==> src/rtl/matmul_c_writer.sv <==
// Drain side of the 8x8 systolic matmul: captures C row pairs into an elastic FIFO
// and replays them as in-order writes to the two C BRAM ports.

// Generic synchronous FIFO; a push into a full FIFO is accepted only alongside a pop.
// Latency: one cycle from push to the entry becoming visible at rdata.
// Backpressure: full/empty flags; the caller decides what to do with a refused push.
module sync_fifo #(
  parameter int WIDTH = 64,
  parameter int DEPTH = 4
) (
  input  logic             clk,
  input  logic             reset,
  input  logic             wr_en,
  input  logic [WIDTH-1:0] wdata,
  input  logic             rd_en,
  output logic [WIDTH-1:0] rdata,
  output logic             full,
  output logic             empty
);
  localparam int AW = $clog2(DEPTH);

  logic [WIDTH-1:0] mem [DEPTH];
  logic [AW-1:0]    wr_ptr;
  logic [AW-1:0]    rd_ptr;
  logic [AW:0]      count;
  logic             do_wr;
  logic             do_rd;

  assign empty = (count == '0);
  assign full  = (count == (AW+1)'(DEPTH));
  assign do_rd = rd_en && !empty;
  assign do_wr = wr_en && (!full || do_rd);
  assign rdata = mem[rd_ptr];

  always_ff @(posedge clk or negedge reset) begin
    if (!reset) begin
      wr_ptr <= '0;
      rd_ptr <= '0;
      count  <= '0;
    end else begin
      if (do_wr) wr_ptr <= wr_ptr + 1'b1;
      if (do_rd) rd_ptr <= rd_ptr + 1'b1;
      case ({do_wr, do_rd})
        2'b10:   count <= count + 1'b1;
        2'b01:   count <= count - 1'b1;
        default: count <= count;
      endcase
    end
  end

  always_ff @(posedge clk) begin
    if (do_wr) mem[wr_ptr] <= wdata;
  end
endmodule

// C-matrix writer: one drain per done_mat_mul rising edge, NUM_WORDS row pairs per drain.
// Latency: valid word at cycle t reaches c_we at t+2 when the FIFO is empty and mem_ready is high.
// Backpressure: mem_ready gates pops; pushes into a full FIFO are dropped and flagged in overflow.
module matmul_c_writer #(
  parameter int DWIDTH       = 8,
  parameter int AWIDTH       = 7,
  parameter int MAT_MUL_SIZE = 4,
  parameter int NUM_WORDS    = 8,
  parameter int FIFO_DEPTH   = 4
) (
  input  logic                           clk,
  input  logic                           reset,
  input  logic                           done_mat_mul,
  input  logic [AWIDTH-1:0]              c_base_addr,
  input  logic                           c_data_valid,
  input  logic [MAT_MUL_SIZE*DWIDTH-1:0] c_data_row_0,
  input  logic [MAT_MUL_SIZE*DWIDTH-1:0] c_data_row_1,
  input  logic                           mem_ready,
  output logic [AWIDTH-1:0]              c_addr_0,
  output logic [AWIDTH-1:0]              c_addr_1,
  output logic [MAT_MUL_SIZE*DWIDTH-1:0] c_wdata_0,
  output logic [MAT_MUL_SIZE*DWIDTH-1:0] c_wdata_1,
  output logic                           c_we_0,
  output logic                           c_we_1,
  output logic                           busy,
  output logic                           done_write,
  output logic                           overflow
);
  localparam int ROW_W = MAT_MUL_SIZE * DWIDTH;
  localparam int CW    = $clog2(NUM_WORDS + 1);

  typedef struct packed {
    logic [ROW_W-1:0] row_1;
    logic [ROW_W-1:0] row_0;
  } entry_t;

  typedef enum logic [1:0] {IDLE, DRAIN, FLUSH, DONE} state_t;

  state_t            state;
  state_t            state_nxt;
  logic              done_prev;
  logic              start;
  logic [CW-1:0]     in_cnt;
  logic [AWIDTH-1:0] wr_addr;
  logic [AWIDTH-1:0] addr_q;
  logic [ROW_W-1:0]  wdata0_q;
  logic [ROW_W-1:0]  wdata1_q;
  logic              we_q;
  logic              push;
  logic              pop;
  logic              fifo_full;
  logic              fifo_empty;
  entry_t            push_entry;
  entry_t            head;

  assign start      = done_mat_mul && !done_prev;
  assign push       = (state == DRAIN) && c_data_valid;
  assign pop        = !fifo_empty && mem_ready;
  assign push_entry = '{row_1: c_data_row_1, row_0: c_data_row_0};

  sync_fifo #(.WIDTH($bits(entry_t)), .DEPTH(FIFO_DEPTH)) u_fifo (
    .clk   (clk),
    .reset (reset),
    .wr_en (push),
    .wdata (push_entry),
    .rd_en (pop),
    .rdata (head),
    .full  (fifo_full),
    .empty (fifo_empty)
  );

  always_comb begin
    state_nxt  = state;
    busy       = 1'b0;
    done_write = 1'b0;
    case (state)
      IDLE:  if (start) state_nxt = DRAIN;
      DRAIN: begin
        busy = 1'b1;
        // The last word is counted even if it gets dropped on a full FIFO.
        if (c_data_valid && in_cnt == CW'(NUM_WORDS - 1)) state_nxt = FLUSH;
      end
      FLUSH: begin
        busy = 1'b1;
        if (fifo_empty && !pop) state_nxt = DONE;
      end
      DONE: begin
        done_write = 1'b1;
        state_nxt  = IDLE;
      end
      default: state_nxt = IDLE;
    endcase
  end

  always_ff @(posedge clk or negedge reset) begin
    if (!reset) begin
      state     <= IDLE;
      done_prev <= 1'b0;
      in_cnt    <= '0;
      wr_addr   <= '0;
      addr_q    <= '0;
      wdata0_q  <= '0;
      wdata1_q  <= '0;
      we_q      <= 1'b0;
      overflow  <= 1'b0;
    end else begin
      state     <= state_nxt;
      done_prev <= done_mat_mul;
      we_q      <= pop;
      if (pop) begin
        addr_q   <= wr_addr;
        wdata0_q <= head.row_0;
        wdata1_q <= head.row_1;
        wr_addr  <= wr_addr + 1'b1;
      end
      if (state == IDLE && start) begin
        wr_addr <= c_base_addr;
        in_cnt  <= '0;
      end else if (push) begin
        in_cnt <= in_cnt + 1'b1;
      end
      if (push && fifo_full && !pop) overflow <= 1'b1;
    end
  end

  assign c_addr_0  = addr_q;
  assign c_addr_1  = addr_q;
  assign c_wdata_0 = wdata0_q;
  assign c_wdata_1 = wdata1_q;
  assign c_we_0    = we_q;
  assign c_we_1    = we_q;
endmodule

==> config.mk <==
export PLATFORM = sky130hd
export DESIGN_NAME = matmul_c_writer
export DESIGN_NICKNAME = d
export VERILOG_FILES = /design/src/rtl/matmul_c_writer.sv
export SDC_FILE = /design/constraint.sdc
export NUM_CORES = 1
export LEC_CHECK = 0
export BUFFER_PORTS_ARGS = -buffer_cell sky130_fd_sc_hd__buf_4
export CORE_MARGIN = 5
export CORE_UTILIZATION = 55
export CTS_CLUSTER_DIAMETER = 60
export CTS_CLUSTER_SIZE = 24
export DETAILED_ROUTE_END_ITERATION = 10
export GPL_ROUTABILITY_DRIVEN = 0
export PLACE_DENSITY = 0.8
export RECOVER_POWER = 100
export SLEW_MARGIN = 20
export SYNTH_ARGS = -nofsm -noshare
export SYNTH_HDL_FRONTEND = slang
export SYNTH_SLANG_ARGS = --single-unit
==> constraint.sdc <==
create_clock -name clk -period 3.4 [get_ports clk]
set_input_delay 1.02 -clock clk [delete_from_list [all_inputs] [get_ports clk]]
set_output_delay 1.02 -clock clk [all_outputs]
set_load 0.02 [all_outputs]
# Yosys cells after proc, flatten, opt, wreduce, memory -nomap -nowiden
# Memories as Yosys holds them, arrays and structs flattened. A register that Yosys moved wholly into a read port is not among the register bits.
# Cells that the tools add are included.
[totals] regBits=30 mem_bits_rw=256 inputBits=76 out_inout_bits=83 word_cells=63 memories=1
[op_classes] addsub=6 eq_ne=10 mux=13 n_reduce_logical=23
[mem_list] memory="u_fifo.mem" depth=4 width=64 rd=1 rd_clocked_by_memory_dff=1 wr=1 line_no="22" rtl="logic [WIDTH-1:0] mem [DEPTH];"
[ops] cell="$mux W7" n=2
[ops] cell="$logic_and A1 B1 Y1" n=10
[ops] cell="$mux W4" n=2
[ops] cell="$pmux W2 S4" n=1
[ops] cell="$add A7 B1 Y7 const B" n=1
[ops] cell="$eq A2 B2 Y1 const B" n=3
[ops] cell="$mux W2" n=3
[ops] cell="$pmux W3 S2" n=1
[ops] cell="$reduce_bool A2 Y1" n=3
[ops] cell="$logic_not A1 Y1" n=5
[ops] cell="$add A2 B1 Y2 const B" n=2
[ops] cell="$add A4 B1 Y4 const B" n=1
[ops] cell="$eq A2 B1 Y1 const B" n=2
[ops] cell="$eq A4 B3 Y1 const B" n=1
[ops] cell="$mux W1" n=4
[ops] cell="$ne A2 B2 Y1 const B" n=2
[ops] cell="$add A3 B1 Y3 const B" n=1
[ops] cell="$eq A3 B3 Y1 const B" n=1
[ops] cell="$logic_not A3 Y1" n=1
[ops] cell="$reduce_and A3 Y1" n=1
[ops] cell="$sub A3 B1 Y3 const B" n=1
[ops] cell="$logic_not A2 Y1" n=1
[ops] cell="$ne A2 B1 Y1 const B" n=1
[ops] cell="$reduce_or A2 Y1" n=1
[ops] cell="$logic_or A1 B1 Y1" n=1

# Logic depth before layout (Yosys ltp)
# Gate-level depths: netlist (run 1).
[depth] depth_word=8 depth_mapped=11 mapped_depth_nobuf=11

# Hierarchy
# From an unflattened synthesis (run 1), not the netlist that was laid out.
[unflattened] cells_unflattened=775 area_unflattened_um2=13249.0
[by_module_without_submodules] module="sync_fifo" instances=1 cells_each=386 area_each_um2=9721.8 seq_area_each_um2=7862.5
[by_module_without_submodules] module="matmul_c_writer" instances=1 cells_each=389 area_each_um2=3527.1 seq_area_each_um2=2177.1

# Worst setup path before layout (run 1)
# Ideal clock, no wire load.
[synth_timing] kind="input port to flip-flop" startpoint="input port c_data_valid" endpoint="memory u_fifo.mem[2][0] (enable)" setup_time_ns=0.429 arrival_time_ns=2.981 t_required_ns=2.971 slack_ns=-0.009 path_stages=3 n_path_buf=0 cell_sequence="nand2_1 -> nor2_1 -> and2_1"
[synth_between] elab_chain_cells=4
[synth_lines] item="start: declaration" line_no="70" rtl="input logic c_data_valid,"
[synth_lines] item="$logic_and A1 B1 Y1" line_no="112" rtl="assign push = (state == DRAIN) && c_data_valid;"
[synth_lines] item="$logic_and A1 B1 Y1" line_no="32" rtl="assign do_wr = wr_en && (!full || do_rd);"
[synth_lines] item="$mux W1" line_no="52" rtl="if (do_wr) mem[wr_ptr] <= wdata;"
[synth_lines] item="$mux W1 (not written as such)" line_no="52"
[synth_lines] item="end: declaration" line_no="22"
# No other way between the ends.

# Worst setup path in the final report (run 1)
[layout_timing] startpoint="register state[1]" endpoint="memory u_fifo.mem[2][35] (enable)"
[layout_between] elab_chain_cells=5
[layout_lines] item="start: declaration" line_no="94" rtl="state_t state;"
[layout_lines] item="start signal: assignment" line_no="162" rtl="state <= state_nxt;"
[layout_lines] item="$eq A2 B1 Y1" line_no="112"
[layout_lines] item="$logic_and A1 B1 Y1" line_no="112"
[layout_lines] item="$logic_and A1 B1 Y1" line_no="32"
[layout_lines] item="$mux W1" line_no="52"
[layout_lines] item="$mux W1 (not written as such)" line_no="52"
# No other way between the ends.

==> results of run 1 <==
## worst max-delay path, delay by kind of cell (launching register included)
| kind | cells | cell delay [ps] |
|---|---|---|
| buf+inv | 2 | 900 |
| flops | 1 | 420 |
| simple gates | 3 | 820 |
| fa+ha+maj | 1 | 260 |
## metrics by stage
stage	setup WS, ps	power (µW)	hold WS (ps)	instance area (µm²)
after floorplan	678	8620	453	13200
after global placement	536	10000	460	14700
after detailed placement	472	10100	464	14700
after CTS	805	13200	484	15600
after global routing	382	13400	497	15000
final	597	12600	475	15000
## worst paths after layout
kind,start,endpoint,depth (start not counted)
worst max-delay path,state[1]$_DFFE_PN0P_,u_fifo.mem[2][35]$_DFFE_PP_,6
worst min-delay path,c_wdata_1[21]$_DFFE_PN0P_,c_wdata_1[21]$_DFFE_PN0P_,2
worst max register to register,state[1]$_DFFE_PN0P_,u_fifo.mem[2][35]$_DFFE_PP_,6
worst min register to register,c_wdata_1[21]$_DFFE_PN0P_,c_wdata_1[21]$_DFFE_PN0P_,2
max in group asynchronous,reset,c_wdata_1[13]$_DFFE_PN0P_,2
min in group asynchronous,reset,c_wdata_0[4]$_DFFE_PN0P_,1
## synthesized netlist by cell type, drive strengths merged, types with 5 or more instances
master and number:
a31oi 5, mux4 64, clkbuf 11, dfrtp 94, nand2 222, edfxtp 256
nor2 13, buf 28, ha 11, xor2 5, xnor2 5, inv 10
## routing by layer
metal | part of all wire (%) | GRT usage, % | up-vias
li1 | - | - | 3104
met1 | 42 | 26.6 | 3452
met2 | 49 | 31.5 | 202
met3 | 7.1 | 3.72 | 38
met4 | 1.7 | 3.78 | 4
met5 | 0.11 | 0 | -
## registers in the layout (all words and copies together) (netlist names)
signal and cells:
done_prev 1, u_fifo.count 3, c_wdata_1 32, c_addr_0 7, state 2, c_we_0 1
u_fifo.rd_ptr 2, wr_addr 7, u_fifo.mem 256, overflow 1, in_cnt 4, u_fifo.wr_ptr 2
c_wdata_0 32
## report_power, final
| group | internal (µW) | switching, µW |
|---|---|---|
| Sequential | 5420 | 586 |
| Combinational | 1400 | 2090 |
| Clock | 1550 | 1560 |
| Total | 8370 | 4230 |
## final cells by class
| type | instances | share of cell area, % |
|---|---|---|
| clock inverter | 17 | 1.54 |
| tap | 319 | 2.67 |
| multi-input combinational | 361 | 19.1 |
| inverter | 10 | 0.251 |
| sequential | 350 | 67.1 |
| timing repair buffer | 172 | 5.03 |
| clock buffer | 28 | 4.32 |
## placed cells by master (no fill, tap or decap), types with 2 or more instances in the layout
master	instances
xnor2_1	5
buf_4	12
and2_4	2
inv_8	2
dfrtp_4	2
edfxtp_1	256
a21oi_1	4
xor2_1	5
clkbuf_2	7
buf_12	3
o31ai_1	3
dfrtp_1	92
or4_1	2
inv_1	9
or3_1	4
clkbuf_1	151
nand2_1	222
clkinv_8	6
a31oi_1	5
ha_1	11
clkbuf_16	25
nand3_1	4
inv_6	4
nor2_1	13
o21ai_0	3
inv_12	2
mux4_2	64
## cells by family after synthesis
| family | Yosys count | share of synthesized area, % |
|---|---|---|
| xor+xnor | 10 | 0.666 |
| fa+ha+maj | 12 | 1.20 |
| compound gates | 19 | 1.05 |
| buf+inv | 49 | 1.91 |
| mux | 67 | 11.2 |
| flops | 350 | 76.4 |
| simple gates | 253 | 7.61 |
==> results.py, run 1 <==
metrics = {
    "status": {
        "status": "complete, but fails checks",
        "violations": "capacitance limit, slew limit",
    },
    "finish": {
        "fin_util_pct": 63.6,
        "n_antenna_cell": 0,
        "instances_no_fill": 1257,
        "register_area_mm2": 0.0100,
        "syn_to_final_growth_pct": 13.8,
        "fillers": 1782,
        "layout.nets": 1008,
        "multi_input_area_mm2": 0.00285,
        "drive_gt1_share_pct": 14.8,
    },
    "worst_setup_path": {
        "critPathArrivalTime_ps": 2950,
        "cp_data_required_time_ps": 3550,
        "start_kind": "flop",
        "critical_path_class": "reg -> reg",
        "reg2reg_slack_ps": 600,
        "crit_fanout": 64,
        "crit_chain": "inv_1 > ha_1 > nand2_1 > nor2_1 > and2_2 > clkbuf_4",
        "end_kind": "flop",
        "crit_path_max_incr_delay_ps": 810,
        "slowest_stage": "clkbuf_4",
    },
    "timing": {
        "max_clock_freq_mhz": 357,
        "finalSetupViolations": 0,
        "tightestPinTransition_ps": 1800,
        "hold_viol_final": 0,
        "min_period_ps": 2800,
        "fin_tns_setup_ps": 0,
        "slew_headroom_pct": -19.8,
        "rsz0062_at_grt": "no",
        "skew_ps": 25.6,
        "finalCritPeriodShare_pct": 82.5,
        "slew_viol_final": 76,
    },
    "yosys": {
        "synthArstFlopShare_pct": 26.9,
        "yosysUniqueCellTypes": 34,
        "yosysTopAreaCellShare_pct": 58.5,
        "synth_top_flop_cell": "edfxtp_1",
        "synth_seq_area_share_pct": 76.4,
        "synth_edf_count": 256,
        "yosysWarnings": 0,
        "synth_largest_area_cell": "edfxtp_1",
        "syn_area_per_cell_um2": 17.3,
        "netlist_instances": 760,
        "synth_area_mm2": 0.0131,
        "synthTopCellsByArea": "edfxtp_1 58%, dfrtp_1 18%, mux4_2 11%, nand2_1 6.3%, ha_1 1.0%",
        "synth-seq-cells": 350,
        "syn-num-nets": 848,
    },
    "global_route": {
        "grt.overflow.total": 0,
        "grt_pass1_vias": 7277,
        "grt_max_degree": 76,
        "grt_pass1_wl_um": 39700,
        "antenna_found_initial": 2,
        "grt.total_usage_pct": 18.9,
    },
    "clock_network": {
        "htreeDepth": 1,
        "cts_tree": "done",
        "numCtsBuffers": 25,
        "root_buffer": "clkbuf_16",
        "path_clk_slew_ps": 80,
        "cts_max_path_buffers": 3,
        "post_cts_buffers": 0,
        "clock-sinks": 350,
        "hold_buffers": 0,
        "worstSkewPairLatency_ps": 540,
        "cts-resized-gates": 0,
    },
    "job": {
        "drv_cap": 1,
    },
    "drt": {
        "antenna_left": 0,
        "via_per_inst": 5.41,
        "first_iter_violations": 581,
        "firstDrtPassIters": 5,
        "vias": 6800,
        "drc": 0,
        "wire_per_inst_um": 19.8,
        "routed_wirelength_um": 24900,
    },
    "floorplanning": {
        "chipHeight_um": 165,
        "dieArea_mm2": 0.0271,
        "num_io_pins": 159,
        "rows": 56,
        "start_util_pct": 55.9,
        "core-area_mm2": 0.0235,
        "die_w_um": 165,
    },
    "min_path": {
        "hp-class": "reg -> reg",
    },
    "power_and_ir_drop": {
        "pwr_density_cell_mw_per_mm2": 842,
        "ir_worst_vdd_uv": 543,
        "power_leakage_uw": 0.00548,
    },
    "placed_design": {
        "place_inst": 1212,
        "dp_hpwl_um": 15500,
        "portBuffers": 158,
    },
}
No activity file was read; power rests on OpenSTA's default activity.
==> run 2: changes to the inputs <==
Settings changed: ABC_AREA set to 1.
Clock period 3.4 ns to 2.6 ns, I/O delays scaled along.
==> results.py, run 2 <==
metrics = {
    "timing": {
        "skew_ps": 20.7,
        "rsz0062_at_grt": "no",
        "finalCritPeriodShare_pct": 91.1,
        "setup_slack_ps": 231,
        "slew_viol_final": 0,
        "fin_tns_setup_ps": 0,
        "hold_viol_final": 0,
        "tightestPinTransition_ps": 1220,
        "min_period_ps": 2370,
        "holdWs_ps": 267,
        "max_clock_freq_mhz": 422,
        "slew_headroom_pct": 18.7,
        "finalSetupViolations": 0,
    },
    "drt": {
        "antenna_left": 0,
        "wire_per_inst_um": 17.9,
        "first_iter_violations": 882,
        "routed_wirelength_um": 29400,
        "firstDrtPassIters": 5,
        "via_per_inst": 5.44,
        "vias": 8924,
        "drc": 0,
    },
    "worst_setup_path": {
        "reg2reg_slack_ps": 320,
        "r2r-start": "state[1]$_DFFE_PN0P_",
        "end_kind": "primary output",
        "r2r-end": "u_fifo.mem[0][33]$_DFFE_PP_",
        "crit_fanout": 4,
        "critPathArrivalTime_ps": 1590,
        "rr_worst_depth": 8,
        "startpoint": "state[1]$_DFFE_PN0P_",
        "worstSetupEndpoint": "busy",
        "cp_data_required_time_ps": 1820,
        "critical_path_class": "reg -> out",
        "start_kind": "flop",
    },
    "clock_network": {
        "cts-resized-gates": 0,
        "path_clk_slew_ps": 90,
        "clock-sinks": 350,
        "htreeDepth": 1,
        "cts_tree": "done",
        "root_buffer": "clkbuf_16",
        "post_cts_buffers": 0,
        "numCtsBuffers": 27,
        "hold_buffers": 0,
        "worstSkewPairLatency_ps": 570,
        "cts_max_path_buffers": 3,
    },
    "yosys": {
        "synthArstFlopShare_pct": 26.9,
        "yosysWarnings": 0,
        "synth_top_flop_cell": "edfxtp_1",
        "synth_area_mm2": 0.0137,
        "synth_common_cells": "401 x nor2_1, 256 x edfxtp_1, 129 x o21ai_0",
        "synth-seq-cells": 350,
        "syn-num-nets": 1241,
        "yosysTopAreaCellShare_pct": 56.3,
        "synth_edf_count": 256,
        "yosysUniqueCellTypes": 28,
        "netlist_instances": 1153,
        "synth_largest_area_cell": "edfxtp_1",
        "syn_area_per_cell_um2": 11.8,
        "synthMostInstantiatedCell": "nor2_1",
        "synth_seq_area_share_pct": 73.5,
        "synthTopCellsByArea": "edfxtp_1 56%, dfrtp_1 17%, nor2_1 11%, o21ai_0 4.7%, a21oi_1 2.5%",
    },
    "power_and_ir_drop": {
        "power_leakage_uw": 0.00566,
        "ir_worst_vdd_uv": 609,
        "pwr_density_cell_mw_per_mm2": 1150,
        "power_uw": 17800,
    },
    "floorplanning": {
        "core-area_mm2": 0.0244,
        "rows": 57,
        "num_io_pins": 159,
        "die_w_um": 168,
        "chipHeight_um": 168,
        "start_util_pct": 56.0,
        "dieArea_mm2": 0.0281,
    },
    "finish": {
        "top_register": "u_fifo.mem",
        "fillers": 1901,
        "n_antenna_cell": 0,
        "final_cell_mix": "399 x nor2_1, 256 x edfxtp_1, 149 x clkbuf_1, 129 x o21ai_0, 92 x dfrtp_1",
        "drive_gt1_share_pct": 6.76,
        "largest_register_ffs": 256,
        "final_common_cell": "nor2_1",
        "syn_to_final_growth_pct": 13.7,
        "layout.nets": 1383,
        "fin_area_mm2": 0.0155,
    },
    "global_route": {
        "antenna_found_initial": 0,
        "grt_pass1_vias": 9023,
        "grt_max_degree": 130,
        "grt.overflow.total": 0,
        "grt_pass1_wl_um": 47000,
        "grt.total_usage_pct": 20.6,
    },
    "placed_design": {
        "portBuffers": 158,
        "place_area_mm2": 0.0152,
        "dp_hpwl_um": 17000,
        "dp_worst_setup_slack_ps": 198,
    },
    "min_path": {
        "hp-class": "in -> async",
    },
    "job": {
        "drv_cap": 0,
    },
    "status": {
        "status": "complete, no violations",
    },
}
[run 2: report_power, final]
group / leakage [µW] / internal, µW / switching, µW
clock: 0.000471 / 2100 / 2260
sequential: 0.00339 / 7130 / 693
combinational: 0.00180 / 1690 / 3970
[run 2: logic make-up (layout without fill, tap and decap cells)]
family | after synthesis | in the layout | share of synthesized area (%)
AO/OA/AOI/OAI | 212 | 212 | 7.86
XOR/XNOR | 5 | 5 | 0.321
adder cells (fa/ha/maj) | 12 | 12 | 1.15
buffers and inverters | 95 | 258 | 3.65
flip-flops | 350 | 350 | 73.5
AND/OR/NAND/NOR | 479 | 479 | 13.5
[run 2: worst min path at each step]
stage                                       from                        to  slack (ps)
after global routing                       reset      state[0]$_DFFE_PN0P_         350
after floorplan           wr_addr[6]$_DFFE_PN0P_    wr_addr[6]$_DFFE_PN0P_         450
after global placement    wr_addr[6]$_DFFE_PN0P_    wr_addr[6]$_DFFE_PN0P_         470
after CTS                                  reset     in_cnt[3]$_DFFE_PN0P_          50
after detailed placement  wr_addr[6]$_DFFE_PN0P_    wr_addr[6]$_DFFE_PN0P_         470
final                                      reset  c_wdata_0[0]$_DFFE_PN0P_         270
[run 2: stage by stage]
step           util, %  instances
4_1_cts           66.3       1640
5_1_grt           63.7       1640
6_report          63.7       1640
3_5_place_dp      62.3       1590
2_1_floorplan        -       1153
3_3_place_gp      62.3       1590
[run 2: area by class of cell]
class / instances / area [µm²] / area share (%)
tap: 324 / 405 / 2.61
sequential: 350 / 10000 / 64.7
clock buffer: 27 / 676 / 4.35
multi-input combinational: 708 / 3130 / 20.2
timing repair buffer: 179 / 862 / 5.55
inverter: 29 / 111 / 0.717
clock inverter: 23 / 294 / 1.89
[run 2: critical path: stages (launching register included)]
cell and delay, ps:
dfrtp_1 410, inv_1 90, ha_1 310, clkbuf_1 240
[run 2: routing by layer]
| metal | GRT usage [%] | wire length (µm) |
|---|---|---|
| met1 | 27.7 | 12400 |
| met2 | 35.7 | 14600 |
| met5 | 0 | 0 |
| met4 | 4.52 | 497 |
| met3 | 3.84 | 1940 |
